==> src/rtl/i2c_cmos_pkg.sv <==
// Shared types and constants for the CMOS/RTC EEPROM I2C initiator.
// Slot counts are whole transaction lengths, START through STOP.
package i2c_cmos_pkg;

  typedef enum logic [3:0] {
    StIdle,
    StStart,
    StTx,
    StRack,
    StRestart,
    StRx,
    StMnack,
    StStop,
    StFin
  } state_e;

  localparam logic [6:0] EEP_DEV = 7'h50;

  localparam int unsigned WR_SLOTS = 29;
  localparam int unsigned RD_SLOTS = 39;

  // Control byte: device address plus the R/W bit (1 = read).
  function automatic logic [7:0] ctrl_byte(input logic rd);
    return {EEP_DEV, rd};
  endfunction

  // Byte sent in the TX phase selected by the byte index.
  function automatic logic [7:0] tx_byte(input logic [1:0] idx, input logic we,
                                         input logic [7:0] addr, input logic [7:0] wdata);
    logic [7:0] b;
    unique case (idx)
      2'd0:    b = ctrl_byte(1'b0);
      2'd1:    b = addr;
      default: b = we ? wdata : ctrl_byte(1'b1);
    endcase
    return b;
  endfunction

endpackage

==> src/rtl/i2c_qtick.sv <==
// Quarter-bit timebase: one-clock tick every DIV clocks plus a 2-bit quarter index.
// A synchronous restart holds both the divider and the quarter index at zero.
module i2c_qtick #(
  parameter int unsigned DIV = 105
) (
  input  logic       clk_sys,
  input  logic       reset_n,
  input  logic       restart,
  output logic       tick,
  output logic [1:0] quarter
);

  localparam int unsigned CW = (DIV > 1) ? $clog2(DIV) : 1;
  localparam logic [CW-1:0] CntMax = CW'(DIV - 1);

  logic [CW-1:0] cnt_q, cnt_d;
  logic [1:0]    quarter_q, quarter_d;

  assign tick    = !restart && (cnt_q == CntMax);
  assign quarter = quarter_q;

  always_comb begin
    cnt_d     = cnt_q;
    quarter_d = quarter_q;
    if (restart) begin
      cnt_d     = '0;
      quarter_d = 2'd0;
    end else if (cnt_q == CntMax) begin
      cnt_d     = '0;
      quarter_d = quarter_q + 2'd1;
    end else begin
      cnt_d = cnt_q + 1'b1;
    end
  end

  always_ff @(posedge clk_sys or negedge reset_n) begin
    if (!reset_n) begin
      cnt_q     <= '0;
      quarter_q <= 2'd0;
    end else begin
      cnt_q     <= cnt_d;
      quarter_q <= quarter_d;
    end
  end

endmodule

==> src/rtl/i2c_cmos_master.sv <==
// Byte-level I2C initiator for single-byte random writes/reads to a 24C0x EEPROM.
// SCL/SDA are open-drain style drives (1 = released) decoded from state and quarter.
module i2c_cmos_master
  import i2c_cmos_pkg::*;
#(
  parameter int unsigned CLK_HZ = 42000000,
  parameter int unsigned I2C_HZ = 100000
) (
  input  logic       clk_sys,
  input  logic       reset_n,
  input  logic       req,
  input  logic       we,
  input  logic [7:0] addr,
  input  logic [7:0] wdata,
  output logic [7:0] rdata,
  output logic       busy,
  output logic       done,
  output logic       nack,
  output logic       scl_o,
  output logic       sda_o,
  input  logic       sda_i
);

  // Clocks per quarter-bit; must be at least 2.
  localparam int unsigned DIV = CLK_HZ / (4 * I2C_HZ);

  state_e     state_q, state_d;
  logic       we_q, we_d;
  logic [7:0] addr_q, addr_d;
  logic [7:0] wdata_q, wdata_d;
  logic [1:0] byte_idx_q, byte_idx_d;
  logic [2:0] bit_cnt_q, bit_cnt_d;
  logic [7:0] shift_q, shift_d;
  logic [7:0] rdata_q, rdata_d;
  logic       nack_flag_q, nack_flag_d;
  logic       nack_q, nack_d;
  logic       busy_q, busy_d;
  logic       done_q, done_d;

  logic       tick;
  logic [1:0] quarter;
  logic       slot_end;
  logic       sample;
  logic       scl_hi_mid;
  logic [7:0] tx_cur;

  i2c_qtick #(
    .DIV(DIV)
  ) u_qtick (
    .clk_sys (clk_sys),
    .reset_n (reset_n),
    .restart (state_q == StIdle),
    .tick    (tick),
    .quarter (quarter)
  );

  assign slot_end   = tick && (quarter == 2'd3);
  assign sample     = tick && (quarter == 2'd2);
  assign scl_hi_mid = (quarter == 2'd1) || (quarter == 2'd2);
  assign tx_cur     = tx_byte(byte_idx_q, we_q, addr_q, wdata_q);

  always_comb begin
    state_d     = state_q;
    we_d        = we_q;
    addr_d      = addr_q;
    wdata_d     = wdata_q;
    byte_idx_d  = byte_idx_q;
    bit_cnt_d   = bit_cnt_q;
    shift_d     = shift_q;
    rdata_d     = rdata_q;
    nack_flag_d = nack_flag_q;
    nack_d      = nack_q;
    busy_d      = busy_q;
    done_d      = 1'b0;

    unique case (state_q)
      StIdle: begin
        if (req) begin
          state_d     = StStart;
          busy_d      = 1'b1;
          we_d        = we;
          addr_d      = addr;
          wdata_d     = wdata;
          byte_idx_d  = 2'd0;
          bit_cnt_d   = 3'd0;
          nack_flag_d = 1'b0;
          nack_d      = 1'b0;
        end
      end
      StStart: begin
        if (slot_end) state_d = StTx;
      end
      StTx: begin
        if (slot_end) begin
          if (bit_cnt_q == 3'd7) begin
            state_d   = StRack;
            bit_cnt_d = 3'd0;
          end else begin
            bit_cnt_d = bit_cnt_q + 3'd1;
          end
        end
      end
      StRack: begin
        if (sample && sda_i) nack_flag_d = 1'b1;
        if (slot_end) begin
          byte_idx_d = byte_idx_q + 2'd1;
          bit_cnt_d  = 3'd0;
          // The flag was sampled at q2, so it is already settled at slot end.
          if (nack_flag_q) begin
            state_d = StStop;
          end else begin
            unique case (byte_idx_q)
              2'd0:    state_d = StTx;
              2'd1:    state_d = we_q ? StTx : StRestart;
              default: state_d = we_q ? StStop : StRx;
            endcase
          end
        end
      end
      StRestart: begin
        if (slot_end) state_d = StTx;
      end
      StRx: begin
        if (sample) shift_d = {shift_q[6:0], sda_i};
        if (slot_end) begin
          if (bit_cnt_q == 3'd7) begin
            state_d   = StMnack;
            bit_cnt_d = 3'd0;
          end else begin
            bit_cnt_d = bit_cnt_q + 3'd1;
          end
        end
      end
      StMnack: begin
        if (slot_end) state_d = StStop;
      end
      StStop: begin
        if (slot_end) begin
          state_d = StFin;
          done_d  = 1'b1;
          busy_d  = 1'b0;
          nack_d  = nack_flag_q;
          if (!we_q) rdata_d = shift_q;
        end
      end
      StFin: begin
        state_d = StIdle;
      end
      default: begin
        state_d = StIdle;
      end
    endcase
  end

  // Line drive per slot type and quarter.
  always_comb begin
    scl_o = 1'b1;
    sda_o = 1'b1;
    unique case (state_q)
      StStart: begin
        scl_o = (quarter != 2'd3);
        sda_o = (quarter < 2'd2);
      end
      StTx: begin
        scl_o = scl_hi_mid;
        sda_o = tx_cur[3'd7 - bit_cnt_q];
      end
      StRack, StRx, StMnack: begin
        scl_o = scl_hi_mid;
        sda_o = 1'b1;
      end
      StRestart: begin
        scl_o = scl_hi_mid;
        sda_o = (quarter < 2'd2);
      end
      StStop: begin
        scl_o = (quarter != 2'd0);
        sda_o = (quarter >= 2'd2);
      end
      default: begin
        scl_o = 1'b1;
        sda_o = 1'b1;
      end
    endcase
  end

  always_ff @(posedge clk_sys or negedge reset_n) begin
    if (!reset_n) begin
      state_q     <= StIdle;
      we_q        <= 1'b0;
      addr_q      <= 8'h00;
      wdata_q     <= 8'h00;
      byte_idx_q  <= 2'd0;
      bit_cnt_q   <= 3'd0;
      shift_q     <= 8'h00;
      rdata_q     <= 8'h00;
      nack_flag_q <= 1'b0;
      nack_q      <= 1'b0;
      busy_q      <= 1'b0;
      done_q      <= 1'b0;
    end else begin
      state_q     <= state_d;
      we_q        <= we_d;
      addr_q      <= addr_d;
      wdata_q     <= wdata_d;
      byte_idx_q  <= byte_idx_d;
      bit_cnt_q   <= bit_cnt_d;
      shift_q     <= shift_d;
      rdata_q     <= rdata_d;
      nack_flag_q <= nack_flag_d;
      nack_q      <= nack_d;
      busy_q      <= busy_d;
      done_q      <= done_d;
    end
  end

  assign rdata = rdata_q;
  assign busy  = busy_q;
  assign done  = done_q;
  assign nack  = nack_q;

endmodule

==> config.mk <==
export PLATFORM = sky130hd
export DESIGN_NAME = i2c_cmos_master
export DESIGN_NICKNAME = d
export VERILOG_FILES = /design/src/rtl/i2c_cmos_pkg.sv /design/src/rtl/i2c_qtick.sv /design/src/rtl/i2c_cmos_master.sv
export SDC_FILE = /design/constraint.sdc
export NUM_CORES = 1
export LEC_CHECK = 0
export BUFFER_PORTS_ARGS = -buffer_cell sky130_fd_sc_hd__clkbuf_2
export CAP_MARGIN = 25
export CORE_MARGIN = 10
export CORE_UTILIZATION = 56
export DETAILED_ROUTE_END_ITERATION = 10
export HOLD_SLACK_MARGIN = 0.15
export PLACE_DENSITY = 0.77
export SLEW_MARGIN = 25
export SYNTH_ARGS = -nofsm -noshare
export SYNTH_HDL_FRONTEND = slang
export SYNTH_SLANG_ARGS = --single-unit
export TNS_END_PERCENT = 30
==> constraint.sdc <==
create_clock -name clk_sys -period 4.15 [get_ports clk_sys]
set_input_delay 0.83 -clock clk_sys [delete_from_list [all_inputs] [get_ports clk_sys]]
set_output_delay 0.83 -clock clk_sys [all_outputs]
set_load 0.005 [all_outputs]
==> summary.md <==
| Metric | Value |
|---|---|
| Status | completed |
| Most common cell after layout, fill and taps aside | nand2_1 |
| Placed Cells | between 300 and 400 |
| Most frequent cells in the layout | nand2_1, dfrtp_1, clkbuf_2 |
| Hold Vio Cnt, Final | 0 |
| Setup Crit Path Kind | flip-flop to output pin |
| Setup Buffers After CTS | 0 |
| Final setup viols | 0 |
| Port-buffer cells | 33 |
| RSZ-0062 raised after global routing | false |
| Ratio of cells with drive above 1 in the final layout | 0.230 |
| Yosys cell types | 50 |
| Global-route wire length before repair | just over 10000 microns |
| Cts bufs inserted | 5 |
| Post-Syn Area | around 0.0029 sq mm |
| Die Y | 91.8 microns |
| Comb pwr share | 0.024 |
| Pwr Density | 276 mW/mm^2 |
| Root Driver | clkbuf_8 |
| Core footprint | 0.00504 sq mm |
| Area leader, netlist | dfrtp_1 |
| Average vias per placed instance | between 5 and 6 |
| Crit path capture type | output pin |
| Ys Warns | 0 |
| Top FF cell, synth | dfrtp_1 |
| Post-Route WL | 5710 microns |
| Min cycle time layout | ~3100 ps |
| Tot GR Track Use | 0.143 |
| GR Util met3 | 0.0326 |
| GRT overflow | 0 |
| Cells after Synth | around 280 |
| Routability cong. | between 0.8 and 0.9 |
| Die area | approximately 0.0084 sq mm |
| Post-route cell area | roughly 0.0032 sq mm |
| Via count | between 2000 and 2500 |
| Post-synth EDFFs | 0 |
| Rows | 26 |
| Crit path max fanout | 9 |
| Ys async rst share | 1.00 |
| Max Root-Sink Buffers | 2 |
| Clk pwr share | 0.363 |
| Seq/Total Area, Yosys | 0.476 |
| Post-cts sizing count | 0 |
| Syn_area_per_cell | about 10 sq um |
| Pre-CTS WS | about 1400 ps |
| Met1 Usage GRT | 0.191 |
| Hold Crit Class | flip-flop to flip-flop |
| Starting Density | 0.573 |
| Slew @ Worst Pin | 758 ps |
| Final Max Slew Viols | 0 |
| H-tree Lvls | 2 |
| Initial antenna violation count | 0 |
| Post-Layout Cell Count | around 380 |
| Max VDD drop | approximately 0.25 mV |
| Multi-input gate area | 0.00140 sq mm |
| Dpl hpwl | 4200 microns |
| Period Utilization, post-route | 0.753 |
| GR peak layer | met2 |
| Vias in the first global route | about 2200 |
| Starting DRT DRC Count | roughly 180 |
| Pin count of the biggest net entering global routing | 32 |
| Seq pwr share | 0.613 |
| # diodes | 0 |
| Fill cell count | 416 |
| Post-synth net total | around 310 |
| Max-cap violation count | 0 |
| Register bit total from synthesis | between 50 and 60 |
| Clock Sinks | 55 |
| CTS tree | built |
| Worst EP required | roughly 3300 ps |
| Max Clk Rate | 320 MHz |
| Area fraction of the dominant cell type after synthesis | 0.476 |
| Placed inst area | 0.00307 sq mm |
| TNS Setup | 0 ps |
| # DRC | 0 |
| Clock latency on the worst-skew pair | approximately 300 ps |
| Router iterations before antenna repair | 4 |
| Clk_skew | around 2.7 ps |
| Switching share of power | 0.218 |
| CP Launch Type | flip-flop |
| Lkg Pwr | approximately 1.5 nW |
| Sw Pwr | roughly 0.00019 W |
| P_int | between 0.0006 and 0.0007 W |
| GR Layer Usage met2 | 0.223 |
| Die X | about 92 microns |
| Flip-flop and latch area | approximately 0.0014 sq mm |
| Synth top area cells | dfrtp_1, nand2_1, mux2_2 |
| Arr. time, crit path | between 2000 and 2500 ps |
| CTS clk-pin slew, worst paths | roughly 100 ps |
| Detail Route Antenna Nets | 0 |
| Layout area overhead | 9.92% |
| Hold-fix buffers, CTS | 0 |
| WL per Instance | between 10 and 15 microns |
| I/O Pins | 34 |
| Nets | ~340 |
| Worst setup margin | about 1000 ps |
| Max_slew headroom | 0.494 |
final timing paths:
check | cells past startpoint | endpoint | startpoint | slack [ps]
min reg2reg | 2 | wdata_q[6]$_DFFE_PN0P_ | wdata_q[6]$_DFFE_PN0P_ | 490
min | 2 | wdata_q[6]$_DFFE_PN0P_ | wdata_q[6]$_DFFE_PN0P_ | 490
max | 8 | sda_o | byte_idx_q[0]$_DFFE_PN0P_ | 1030
max in group asynchronous | 2 | rdata[1]$_DFFE_PN0P_ | reset_n | 2790
min in group asynchronous | 1 | rdata[5]$_DFFE_PN0P_ | reset_n | 520
max reg2reg | 4 | bit_cnt_q[0]$_DFFE_PN0P_ | state_q[2]$_DFFE_PN0P_ | 1610
through the flow:
step | hold WS (ps) | utilization | total power, W
3_3_place_gp | 456 | 0.609 | 0.000568
6_report | 489 | 0.630 | 0.000875
2_1_floorplan | 438 | - | 0.000548
4_1_cts | 493 | 0.630 | 0.000886
3_5_place_dp | 466 | 0.609 | 0.000569
5_1_grt | 513 | 0.630 | 0.000911
logic make-up after synthesis:
kind of cell | synth area share
AOI/OAI and AO/OA | 0.0961
xor gates and xnor gates | 0.0212
adders and majority gates | 0.0476
buffers and inverters | 0.0394
DFF | 0.476
muxes | 0.0875
and+or+nand+nor | 0.232
per-layer routing:
| metal | part of all wire | vias up |
|---|---|---|
| met2 | 0.46 | 51 |
| met4 | 0.011 | 0 |
| met3 | 0.041 | 6 |
| met5 | 0 | - |
| met1 | 0.48 | 990 |
| li1 | - | 1024 |
worst max-delay path, stage by stage, from the launching register on:
cell and delay [ps]:
dfrtp_1 400, inv_1 100, ha_1 310, nor2_2 220, mux4_2 520, nand3_1 90, nand4_1 80, o21ai_1 130
clkbuf_2 130
final cells by class:
cell class,instances,area share
clock buffer,6,0.0260
sequential,55,0.433
inverter,10,0.0118
timing repair buffer,34,0.0544
clock inverter,2,0.00630
multi-input combinational,206,0.441
tap,70,0.0276
cell usage after synthesis (all sizes together) (2+ instances only):
cell and count:
nor4bb 2, o21ai 9, clkbuf 3, inv 10, a21oi 10, buf 8
mux2i 5, nand3 4, nor4b 3, nor3b 3, nand4 2, mux2 16
nor2b 5, a22o 5, xor2 2, a211oi 2, o21a 2, o211ai 3
nor2 23, nor3 6, ha 11, dfrtp 55, xnor2 5, nand2 70
or2 2
power by group through the flow:
stage                     sequential [W]  clock (W)  combinational [W]
after floorplan                 0.000547          0        0.000000699
after global placement          0.000547          0          0.0000213
after detailed placement        0.000547          0          0.0000220
after CTS                       0.000536   0.000327          0.0000222
after global routing            0.000537   0.000350          0.0000247
final                           0.000536   0.000318          0.0000214
flip-flops by register name, indices dropped and copies added (netlist names):
register and count:
busy 1, shift_q 8, nack_flag_q 1, nack 1
u_qtick.cnt_q 7, u_qtick.quarter 2, wdata_q 8, state_q 4
byte_idx_q 2, bit_cnt_q 3, addr_q 8, we_q 1
rdata 8, done 1
(Power assumes the default switching activity.)
